File: src/rtl/digit_serial_adder_if.sv
// ---------------------------------------------------------------------------
// digit_serial_adder_if
//   Operand and result channels of the digit-serial adder/subtractor.
//   Both channels use valid/ready: a transfer happens on a rising clock edge
//   where valid and ready are both high. The sender holds valid and its payload
//   until that edge. The receiver may raise or lower ready independently of
//   valid.
//
//   Operand channel (producer -> adder) : in_valid, in_ready, a, b, cin, sub
//   Result channel  (adder -> consumer) : out_valid, out_ready, sum,
//                                         carry_out, overflow
//
//   master : producer/consumer side (drives operands, accepts results)
//   slave  : adder side
// ---------------------------------------------------------------------------
interface digit_serial_adder_if #(
  parameter int WIDTH = 16
);
  logic             in_valid;
  logic             in_ready;
  logic [WIDTH-1:0] a;
  logic [WIDTH-1:0] b;
  logic             cin;
  logic             sub;
  logic             out_valid;
  logic             out_ready;
  logic [WIDTH-1:0] sum;
  logic             carry_out;
  logic             overflow;

  modport master (
    output in_valid, a, b, cin, sub, out_ready,
    input  in_ready, out_valid, sum, carry_out, overflow
  );

  modport slave (
    input  in_valid, a, b, cin, sub, out_ready,
    output in_ready, out_valid, sum, carry_out, overflow
  );
endinterface

File: src/rtl/digit_serial_adder.sv
// ---------------------------------------------------------------------------
// digit_serial_adder
//   Multi-cycle adder/subtractor. A WIDTH-bit operand pair is added DIGIT bits
//   per clock, least significant digit first, with the carry held in a
//   register between digits. WIDTH must be an integer multiple of DIGIT.
//
//   Ports
//     clk        rising-edge clock
//     rst_n      asynchronous active-low reset
//     bus        digit_serial_adder_if.slave (operand and result channels)
//     state_dbg  current FSM state (0 IDLE, 1 RUN, 2 DONE)
//
//   Operation
//     IDLE : in_ready high. An accepted operand pair is captured with B
//            inverted and carry preset to 1 for subtraction (a + ~b + 1).
//     RUN  : one digit per cycle; the last digit also produces carry_out and
//            overflow. out_valid rises NDIG cycles after the accepting edge.
//     DONE : out_valid high, result stable until out_ready, then IDLE.
//   Sum digits not yet reached during RUN keep the previous result.
// ---------------------------------------------------------------------------
module digit_serial_adder #(
  parameter int WIDTH = 16,
  parameter int DIGIT = 4
) (
  input  logic                  clk,
  input  logic                  rst_n,
  digit_serial_adder_if.slave   bus,
  output logic [1:0]            state_dbg
);

  localparam int NDIG = WIDTH / DIGIT;
  localparam int CW   = (NDIG > 1) ? $clog2(NDIG) : 1;
  localparam logic [CW-1:0] LAST = CW'(NDIG - 1);

  typedef enum logic [1:0] {
    S_IDLE = 2'd0,
    S_RUN  = 2'd1,
    S_DONE = 2'd2
  } state_e;

  state_e           state_q, state_d;
  logic [CW-1:0]    cnt_q, cnt_d;
  logic             carry_q, carry_d;
  logic [WIDTH-1:0] a_q, a_d;
  logic [WIDTH-1:0] b_q, b_d;      // already inverted for subtraction
  logic [WIDTH-1:0] sum_q, sum_d;
  logic             cout_q, cout_d;
  logic             ovf_q, ovf_d;

  logic [DIGIT-1:0] a_dig;
  logic [DIGIT-1:0] b_dig;
  logic [DIGIT:0]   dig_full;
  logic             msb_cin;

  // Digit slice: operand digit selected by the counter, then one DIGIT-bit add.
  always_comb begin
    a_dig = '0;
    b_dig = '0;
    for (int i = 0; i < NDIG; i++) begin
      if (cnt_q == CW'(i)) begin
        a_dig = a_q[i*DIGIT +: DIGIT];
        b_dig = b_q[i*DIGIT +: DIGIT];
      end
    end
    dig_full = {1'b0, a_dig} + {1'b0, b_dig} + {{DIGIT{1'b0}}, carry_q};
    // Carry into the top bit of the digit, recovered from the sum bit.
    msb_cin  = a_dig[DIGIT-1] ^ b_dig[DIGIT-1] ^ dig_full[DIGIT-1];
  end

  always_comb begin
    state_d = state_q;
    cnt_d   = cnt_q;
    carry_d = carry_q;
    a_d     = a_q;
    b_d     = b_q;
    sum_d   = sum_q;
    cout_d  = cout_q;
    ovf_d   = ovf_q;

    case (state_q)
      S_IDLE: begin
        if (bus.in_valid) begin
          a_d     = bus.a;
          b_d     = bus.sub ? ~bus.b : bus.b;
          carry_d = bus.sub ? 1'b1 : bus.cin;
          cnt_d   = '0;
          state_d = S_RUN;
        end
      end
      S_RUN: begin
        for (int i = 0; i < NDIG; i++) begin
          if (cnt_q == CW'(i)) begin
            sum_d[i*DIGIT +: DIGIT] = dig_full[DIGIT-1:0];
          end
        end
        carry_d = dig_full[DIGIT];
        if (cnt_q == LAST) begin
          cout_d  = dig_full[DIGIT];
          ovf_d   = msb_cin ^ dig_full[DIGIT];
          state_d = S_DONE;
        end else begin
          cnt_d = cnt_q + CW'(1);
        end
      end
      S_DONE: begin
        if (bus.out_ready) begin
          state_d = S_IDLE;
        end
      end
      default: begin
        state_d = S_IDLE;
      end
    endcase
  end

  always_ff @(posedge clk or negedge rst_n) begin
    if (!rst_n) begin
      state_q <= S_IDLE;
      cnt_q   <= '0;
      carry_q <= 1'b0;
      a_q     <= '0;
      b_q     <= '0;
      sum_q   <= '0;
      cout_q  <= 1'b0;
      ovf_q   <= 1'b0;
    end else begin
      state_q <= state_d;
      cnt_q   <= cnt_d;
      carry_q <= carry_d;
      a_q     <= a_d;
      b_q     <= b_d;
      sum_q   <= sum_d;
      cout_q  <= cout_d;
      ovf_q   <= ovf_d;
    end
  end

  // Handshake outputs decode straight from the state register, so reset
  // drives them to their idle values without waiting for a clock.
  assign bus.in_ready  = (state_q == S_IDLE);
  assign bus.out_valid = (state_q == S_DONE);
  assign bus.sum       = sum_q;
  assign bus.carry_out = cout_q;
  assign bus.overflow  = ovf_q;
  assign state_dbg     = state_q;

endmodule

File: src/flat_wrapper.sv
// flat-port wrapper written by rule: the top's interface ports become plain ports
module digit_serial_adder_flat 
#(
  parameter int WIDTH = 16,
  parameter int DIGIT = 4
)
  (clk, rst_n, state_dbg, bus_in_valid, bus_a, bus_b, bus_cin, bus_sub, bus_out_ready, bus_in_ready, bus_out_valid, bus_sum, bus_carry_out, bus_overflow);
  digit_serial_adder_if #(.WIDTH(WIDTH)) bus_i ();
  input  logic clk;
  input  logic rst_n;
  output logic [1:0] state_dbg;
  input wire logic [$bits(bus_i.in_valid)-1:0] bus_in_valid;
  input wire logic [$bits(bus_i.a)-1:0] bus_a;
  input wire logic [$bits(bus_i.b)-1:0] bus_b;
  input wire logic [$bits(bus_i.cin)-1:0] bus_cin;
  input wire logic [$bits(bus_i.sub)-1:0] bus_sub;
  input wire logic [$bits(bus_i.out_ready)-1:0] bus_out_ready;
  output wire logic [$bits(bus_i.in_ready)-1:0] bus_in_ready;
  output wire logic [$bits(bus_i.out_valid)-1:0] bus_out_valid;
  output wire logic [$bits(bus_i.sum)-1:0] bus_sum;
  output wire logic [$bits(bus_i.carry_out)-1:0] bus_carry_out;
  output wire logic [$bits(bus_i.overflow)-1:0] bus_overflow;
  assign bus_i.in_valid = bus_in_valid;
  assign bus_i.a = bus_a;
  assign bus_i.b = bus_b;
  assign bus_i.cin = bus_cin;
  assign bus_i.sub = bus_sub;
  assign bus_i.out_ready = bus_out_ready;
  assign bus_in_ready = bus_i.in_ready;
  assign bus_out_valid = bus_i.out_valid;
  assign bus_sum = bus_i.sum;
  assign bus_carry_out = bus_i.carry_out;
  assign bus_overflow = bus_i.overflow;
  digit_serial_adder #(.WIDTH(WIDTH), .DIGIT(DIGIT)) u_core (.clk(clk), .rst_n(rst_n), .bus(bus_i), .state_dbg(state_dbg));
endmodule
File: config.mk
export PLATFORM = sky130hd
export DESIGN_NAME = digit_serial_adder_flat
export DESIGN_NICKNAME = d
export VERILOG_FILES = /design/src/rtl/digit_serial_adder_if.sv /design/src/rtl/digit_serial_adder.sv /design/src/flat_wrapper.sv
export SDC_FILE = /design/constraint.sdc
export NUM_CORES = 1
export LEC_CHECK = 0
export ABC_AREA = 0
export CORE_MARGIN = 2
export CORE_UTILIZATION = 45
export DETAILED_ROUTE_END_ITERATION = 7
export PLACE_DENSITY_LB_ADDON = 0.2
export SYNTH_ARGS = -nofsm -noshare
export SYNTH_HDL_FRONTEND = slang
export SYNTH_SLANG_ARGS = --single-unit
File: constraint.sdc
create_clock -name clk -period 2.48 [get_ports clk]
set_input_delay 0.744 -clock clk [delete_from_list [all_inputs] [get_ports clk]]
set_output_delay 0.744 -clock clk [all_outputs]
set_load 0.01 [all_outputs]
Yosys cells after proc, flatten, opt, wreduce, memory -nomap -nowiden
Index checks and enable logic that the tools add are counted.
- bits in registers: 55
- output and inout port bits: 22
- add/sub/neg operators: 3
- eq/ne operators: 9
- multiplexer cells: 19
- bitwise logic cells: 4
- reductions and logical operators: 11
- operators by type and width (cell ; number):
    $mux 4 ; 8
    $mux 16 ; 1
    $not 16->16 ; 1
    $reduce_and 2->1 ; 6
    $mux 2 ; 5
    $eq 2x2->1 const B ; 3
    $ne 2x2->1 const B ; 3
    $pmux 2 s3 ; 1
    $reduce_and 3->1 ; 2
    $add 4x4->5 ; 1
    $add 5x1->5 ; 1
    $eq 2x1->1 const B ; 2
    $logic_not 2->1 ; 2
    $pmux 2 s2 ; 1
    $xor 1x1->1 ; 3
    $add 2x1->2 const B ; 1
    $mux 1 ; 2
    $ne 2x1->1 const B ; 1
    $pmux 1 s2 ; 1
    $reduce_bool 2->1 ; 1

Depth between registers and ports, before layout
Gate-level depths: netlist of run 1.
- depth in word-level cells: 9
- gate-level depth with buffers: 12
- mapped depth without buffers: 12

Least setup slack after synthesis of run 1
OpenSTA, ideal clock, no wires.
- kind: reg2reg
- start: register u_core.cnt_q[0]
- end: register u_core.ovf_q (netlist: u_core.bus.overflow)
- data arrival time: 2.635 ns
- path slack: -0.238 ns
- stages on the path, launching flop included: 13
- path buffers: 1
- clock period less this slack: 2.718 ns
- cells stage by stage: dfrtp_1 > inv_1 > ha_1 > clkbuf_1 > a221oi_1 > nor3_1 > a21oi_1 > fa_1 > fa_1 > nand2b_1 > o2bb2ai_1 > xor2_1 > o21ai_0
- longest elaborated chain between the ends: 9
- elaborated cells between the ends (all ways): 18
- classes of those cells: 2 x add/sub; 3 x eq/ne; 8 x mux; 3 x bitwise; 2 x reduce/logical
- RTL lines (element ; line ; text):
    start: declaration ; digit_serial_adder.sv:42 ; logic [CW-1:0] cnt_q, cnt_d;
    start signal: assignment ; digit_serial_adder.sv:128 ; cnt_q <= cnt_d;
    $logic_not 2->1 ; digit_serial_adder.sv:60 ; if (cnt_q == CW'(i)) begin
    $mux 4 (4 in series) ; digit_serial_adder.sv:60 ;
    $add 4x4->5 ; digit_serial_adder.sv:65 ; dig_full = {1'b0, a_dig} + {1'b0, b_dig} + {{DIGIT{1'b0}}, carry_q};
    $add 5x1->5 ; digit_serial_adder.sv:65 ;
    $xor 1x1->1 ; digit_serial_adder.sv:67 ; msb_cin = a_dig[DIGIT-1] ^ b_dig[DIGIT-1] ^ dig_full[DIGIT-1];
    $xor 1x1->1 ; digit_serial_adder.sv:99 ; ovf_d = msb_cin ^ dig_full[DIGIT];
    end signal: assignment ; digit_serial_adder.sv:134 ; ovf_q <= ovf_d;
    end: declaration ; digit_serial_adder.sv:48 ; logic ovf_q, ovf_d;
Several ways; a longest one is shown, not always the timed one.
A chain may end at the register's enable or synchronous reset.

Worst setup path in the final report of run 1
- start: register u_core.cnt_q[1]
- end: register u_core.ovf_q (netlist: u_core.bus.overflow)
The elaborated chain is that of the path after synthesis.

==> reports/qor.txt, run 1 <==
CP Capture Type: register
# rows: 27
initial antenna violation count: 0
unrepaired setup endpoints after global routing: yes
worst path buffer plus inverter count: 1
sequential share of the synthesized area: 51.89%
Worst setup SP type: register
Clock Skew: 0.009211 ns
top post-synthesis cells by area: dfrtp_1 52%, mux2_2 8.5%, a21oi_1 5.5%
clock buffer depth: 2
reg2reg end: u_core.bus.overflow
DRT Wirelength: 5.412 mm
distinct cell type count after synthesis: 27
outcome: complete, but fails checks
core area: 5608 um2
Largest stage delay, worst path: 0.42 ns
routed vias: 1971
Placer Congestion: 0.7948
CP Capture Point: u_core.bus.overflow
Final Max Slew Viols: 0
largest net degree at the start of global routing: 56
class of the worst hold path: reg -> reg
antenna cells: 0
clock slew seen by the registers of the worst setup and hold paths: 0.10 ns
final net count: 366
detail-routed via count per cell: 5.028
Avg Cell Area, Syn: 10.57 um2
Tot GR Track Use: 18.02%
Worst EP arrival: 2.74 ns
total negative slack: -0.02464 ns
H-Tree Depth: 2
Slowest cell on crit path: dfrtp_1
first-pass GRT wire length: 8.887 mm
Sw Share: 39.31%
Pleak: 0.001498 uW
CP top delay family: adder cells
Peak Freq: 399.3 MHz
Clk pwr share: 11.6%
Inserted Clock Buffers: 5
cell mode on critical path: fa_2
die area: 6525 um2
top cell type's share of synthesized area: 51.89%
Post-synth EDFFs: 0
# setup viols final: 1
CP Cell Sequence: buf_4 -> ha_1 -> nor3_1 -> a21oi_1 -> fa_2 -> fa_2 -> nand2b_4 -> o2bb2ai_2 -> xor2_1 -> o21ai_1
Logic pwr share: 57.3%
PortBufs: 59
Final Cycle Share: 101.0%
fin area: 3596 um2
RR Startpoint: u_core.cnt_q[1]
VDD IR-drop max: 738.3 uV
drc violations: 0
Die Span Y: 80.78 um
total gr overflow: 0
Max Cap Violations: 0
First-pass DRT Iterations: 4
WP depth: 10
Root Driver: clkbuf_8
path depth of the worst reg2reg path: 10
Worst setup startpoint: u_core.cnt_q[1]
clock sink total: 55
WL/cell: 13.81 um
Net Count, Synth: 298
vias in the first global route: 1863
sequential share of power: 31.2%
fin util: 64.12%
gate count after technology mapping: 251
Net Switching: 2076 uW
Area growth, synth to finish: 35.57%
share of layout cells above drive strength 1: 18.44%
failing checks: negative setup slack
fin crit period: 2.505 ns
area post-placement: 3396 um2
worst skew pair latency: 0.31 ns
setup ws final: -0.02464 ns
final hold vios: 0
CP Class: reg -> reg
top_reg_cell synth: dfrtp_1
Cell Area, Synth: 2653 um2
post-synth top area cell: dfrtp_1
DR iter-0 viols: 57
Ys Warns: 0
# IOs: 60
Hold Crit Start: u_core.bus.sum[14]
flop2flop setup slack: -0.02 ns
CP Max Fanout: 6
Initial Util: 47.30%
Hold Path Stages: 2
worst-margin pin slew: 0.6795 ns
CTS tree: built
DP Wirelength: 3.963 mm
Pwr per Cell Area: 1469 nW/um2
overall die width: 80.78 um
Antenna Violating Nets Remaining: 0
synthesized flop and latch total: 55
Internal: 3205 uW
Async S/R FF share, synth: 100.0%
Worst Path Required: 2.72 ns
relative slew slack: 54.70%
logic make-up after synthesis:
family | synth area share, %
adder cells (fa/ha/maj) | 4.811
multiplexers | 8.915
AND/OR/NAND/NOR | 12.69
XOR/XNOR | 6.274
flip-flops | 51.89
AO/OA/AOI/OAI | 12.08
buffers and inverters | 3.349
how the worst min path moves through the flow:
stage | end | slack, ns
after floorplan | u_core.a_q[0] | 0.45
after global placement | u_core.bus.sum[13] | 0.46
after detailed placement | u_core.bus.sum[6] | 0.47
after CTS | u_core.bus.sum[6] | 0.49
after global routing | u_core.bus.sum[9] | 0.50
final | u_core.bus.sum[14] | 0.49
timing repair:
action                                 4_1_cts  5_1_grt
gates resized for setup                      6        6
setup endpoints to repair                   11       13
endpoints found under the hold margin        0        0
hold buffers                                 0        0
buffers inserted                             3        1
pin swaps                                    2        1
sequential cells by signal (all words and copies together) (netlist names):
name                  flops
u_core.a_q               16
u_core.state_dbg          2
u_core.bus.carry_out      1
u_core.bus.sum           16
u_core.cnt_q              2
u_core.bus.overflow       1
u_core.carry_q            1
u_core.b_q               16
power by group through the flow:
stage,clock (uW),combinational [uW],sequential [uW]
2_1_floorplan,0,1770,1640
3_3_place_gp,0,2730,1650
3_5_place_dp,0,2790,1670
4_1_cts,622,2950,1650
5_1_grt,654,3350,1700
6_report,611,3020,1650
area by class of cell:
cell class,count,area [um2]
flip-flops and latches,55,1378
inverters,5,18.77
clock inverters,2,35.03
multi-input cells,178,1269
well taps,72,90.09
clock buffers,6,82.58
fillers,485,2012
repair buffers,74,723.2
per-stage QoR:
step           instances  hold slack [ns]  total power [uW]  setup slack [ns]
6_report             392           0.4859              5281          -0.02464
5_1_grt              392           0.5021              5705           -0.1301
4_1_cts              391           0.4921              5222         -0.008166
3_5_place_dp         380           0.4703              4458           -0.1308
3_3_place_gp         380           0.4614              4376          -0.02111
2_1_floorplan        251           0.4484              3409           0.04951
metal layers:
metal | part of all wire (%) | track usage (%) | vias up
met1 | 44 | 22.84 | 927
met3 | 4.2 | 3.667 | 8
met5 | 0 | 0 | -
met4 | 1.8 | 6.271 | 0
met2 | 50 | 30.83 | 51
li1 | - | - | 985
layout by cell type, fill, tap and decap left out, drive strengths merged, types with 7 or more instances in the layout:
cell	count
clkdlybuf4s50	58
dfrtp	55
a21oi	29
nand2	28
nor2	21
mux2	21
o21ai	20
xnor2	16
buf	16
nor2b	8
ha	7
worst reg2reg max path: stages (launching register included):
cell and delay (ns):
dfrtp_1 0.42, buf_4 0.15, ha_1 0.26, nor3_1 0.22
a21oi_1 0.09, fa_2 0.37, fa_2 0.36, nand2b_4 0.15
o2bb2ai_2 0.14, xor2_1 0.15, o21ai_1 0.12
synthesized netlist by cell type (2+ instances only):
| library cell | count |
|---|---|
| nand2b_1 | 3 |
| nand3b_1 | 5 |
| buf_2 | 5 |
| a21o_1 | 2 |
| a221oi_1 | 4 |
| xnor2_1 | 16 |
| a21oi_1 | 29 |
| dfrtp_1 | 55 |
| o21ai_0 | 20 |
| xor2_1 | 3 |
| nor2_1 | 21 |
| nor3_1 | 4 |
| fa_1 | 2 |
| ha_1 | 7 |
| buf_4 | 4 |
| mux2_2 | 20 |
| inv_1 | 5 |
| clkbuf_1 | 3 |
| nand2_1 | 28 |
| nor2b_1 | 8 |
(Power assumes the default switching activity.)
==> inputs of run 2 (changes only) <==
==> constraint.sdc (replaced) <==
create_clock -name clk -period 2.48 [get_ports clk]
set_input_delay 0.496 -clock clk [delete_from_list [all_inputs] [get_ports clk]]
set_output_delay 0.496 -clock clk [all_outputs]
set_load 0.01 [all_outputs]
==> run 2 against run 1 <==
Against the previous run: the flow still finishes with violations (negative setup slack); sequential power about the same; die area unchanged; combinational power grew 15%; final cell count is 1.3% higher; first-iteration DRC count grew 37%; sequential share of layout area shrank 1.1 points; worst hold slack got worse by 0.29 ns; non-clock buffer count increased by 5; total power increased by 6.9%; flip-flop and latch count unchanged; wire length up 4.3%; critical path type unchanged.
==> reports/qor.txt, run 2 (synthesized netlist as in run 1, its figures left out) <==
overall die width: 80.78 um (unchanged)
die area: 6525 um2 (unchanged)
Root Driver: clkbuf_8 (unchanged)
# setup viols final: 5 (was 1)
flop2flop setup slack: -0.05 ns (was -0.02 ns)
Worst setup SP type: register (unchanged)
Pwr per Cell Area: 1527 nW/um2 (was 1469 nW/um2)
Max Cap Violations: 0 (unchanged)
Antenna Violating Nets Remaining: 0 (unchanged)
First-pass DRT Iterations: 4 (unchanged)
total negative slack: -0.1938 ns (was -0.02464 ns)
Final Cycle Share: 101.8% (was 101.0%)
largest net degree at the start of global routing: 52 (was 56)
Largest stage delay, worst path: 0.40 ns (was 0.42 ns)
Worst Path Required: 2.68 ns (was 2.72 ns)
most frequent cells in the layout: 58 x clkdlybuf4s50_1, 54 x dfrtp_1, 28 x a21oi_1, 27 x nand2_1, 21 x nor2_1 (was 58 x clkdlybuf4s50_1, 54 x dfrtp_1, 29 x a21oi_1, 28 x nand2_1, 21 x nor2_1)
Initial Util: 47.30% (unchanged)
vias in the first global route: 1928 (was 1863)
worst-margin pin slew: 0.6498 ns (was 0.6795 ns)
Filler cells: 461 (was 485)
failing checks: negative setup slack (unchanged)
WL/cell: 14.22 um (was 13.81 um)
share of layout cells above drive strength 1: 22.46% (was 18.44%)
PortBufs: 59 (unchanged)
Die Span Y: 80.78 um (unchanged)
fin area: 3700 um2 (was 3596 um2)
CP Cell Sequence: inv_2 -> ha_4 -> buf_6 -> buf_12 -> buf_6 -> a221oi_4 -> nor3_2 -> a21o_1 -> ha_1 -> nand3b_1 -> nand2_2 -> xor2_2 -> mux2_2 (was buf_4 -> ha_1 -> nor3_1 -> a21oi_1 -> fa_2 -> fa_2 -> nand2b_4 -> o2bb2ai_2 -> xor2_1 -> o21ai_1)
Area growth, synth to finish: 39.48% (was 35.57%)
DR iter-0 viols: 78 (was 57)
final hold vios: 0 (unchanged)
class of the worst hold path: in -> async (was reg -> reg)
worst skew pair latency: 0.31 ns (about the same)
outcome: complete, but fails checks (unchanged)
setup ws final: -0.04580 ns (was -0.02464 ns)
cell mode on critical path: buf_6 (was fa_2)
clock sink total: 55 (unchanged)
first-pass GRT wire length: 9.087 mm (was 8.887 mm)
# IOs: 60 (unchanged)
worst hold margin: 0.2009 ns (was 0.4859 ns)
Tot GR Track Use: 18.47% (was 18.02%)
antenna cells: 0 (unchanged)
clock buffer depth: 2 (unchanged)
Pleak: 0.001532 uW (was 0.001498 uW)
DP Wirelength: 4.073 mm (was 3.963 mm)
CTS tree: built (unchanged)
Placer Congestion: 0.8163 (was 0.7948)
fin crit period: 2.526 ns (was 2.505 ns)
clock slew seen by the registers of the worst setup and hold paths: 0.10 ns (about the same)
Peak Freq: 395.9 MHz (was 399.3 MHz)
final net count: 371 (was 366)
Pwr Total: 5648 uW (was 5281 uW)
CP Capture Type: register (unchanged)
Worst EP arrival: 2.73 ns (was 2.74 ns)
core area: 5608 um2 (unchanged)
H-Tree Depth: 2 (unchanged)
initial antenna violation count: 0 (unchanged)
drc violations: 0 (unchanged)
DRT Wirelength: 5.647 mm (was 5.412 mm)
Clock Skew: 0.01129 ns (was 0.009211 ns)
Inserted Clock Buffers: 5 (unchanged)
Final Max Slew Viols: 0 (unchanged)
area post-placement: 3431 um2 (was 3396 um2)
total gr overflow: 0 (unchanged)
relative slew slack: 56.68% (was 54.70%)
routed vias: 1982 (was 1971)
VDD IR-drop max: 632.3 uV (was 738.3 uV)
Slowest cell on crit path: dfrtp_1 (unchanged)
commonest non-fill, non-tap cell in the layout: clkdlybuf4s50_1 (unchanged)
# rows: 27 (unchanged)
detail-routed via count per cell: 4.992 (was 5.028)
CP Max Fanout: 6 (unchanged)
unrepaired setup endpoints after global routing: yes (unchanged)
CP Class: reg -> reg (unchanged)
run 2: changes by cell type in the layout (fill, tap and decap cells not counted), moves of 2 or more:
cell     previous run  this run
o21ai_0            17        12
buf_6               0         3
o21ai_2             0         3
o21ai_1             3         5
run 2: layer usage:
metal | global-route usage (%) | wire [um] | vias up
li1 | - | - | 998
met1 | 24.32 | 2504 | 921
met2 | 31.17 | 2787 | 53
met3 | 3.778 | 248 | 10
met4 | 5.254 | 106 | 0
met5 | 0 | 0 | -
run 2: timing repair:
action                                 4_1_cts  5_1_grt
endpoints found under the hold margin        0        0
hold buffers                                 0        0
setup endpoints to repair                    5       15
pin swaps                                    8        8
setup buffers                                6        1
gates resized for setup                     21       13
run 2: critical path, delay by kind of cell, from the launching register on:
family	cells	cell delay (ns)
fa+ha+maj	2	0.47
mux	1	0.27
simple gates	3	0.25
buf+inv	4	0.45
flops	1	0.40
xor+xnor	1	0.16
compound gates	2	0.42
run 2: final timing paths:
path,endpoint,from,cells after the start
max reg2reg,u_core.bus.sum[3],u_core.cnt_q[1],13
max,u_core.bus.sum[3],u_core.cnt_q[1],13
max in group asynchronous,u_core.a_q[14],rst_n,2
min,u_core.a_q[1],rst_n,1
min reg2reg,u_core.bus.sum[12],u_core.bus.sum[12],2
min in group clk,u_core.bus.sum[12],u_core.bus.sum[12],2
run 2: where the power goes:
part	leakage [uW]	internal (uW)	total, uW	switching, uW
logic	0.000834	1790	3480	1690
registers	0.000650	1350	1650	306
clock network	0.0000474	228	517	289
run 2: metrics by stage:
step	setup slack, ns	util, %	instances
floorplan	0.04951	-	251
global placement	-0.01081	61.18	383
detailed placement	-0.08266	61.18	383
CTS	-0.03174	65.13	397
global route	-0.1895	65.98	397
finish	-0.04580	65.98	397
run 2: layout make-up:
class | instances | area, um2 | share of cell area (%)
clock inverter | 2 | 16.27 | 0.4396
tap | 72 | 90.09 | 2.435
inverter | 5 | 18.77 | 0.5073
timing repair buffer | 79 | 784.5 | 21.20
clock buffer | 6 | 82.58 | 2.232
sequential | 55 | 1378 | 37.23
multi-input combinational | 178 | 1330 | 35.95
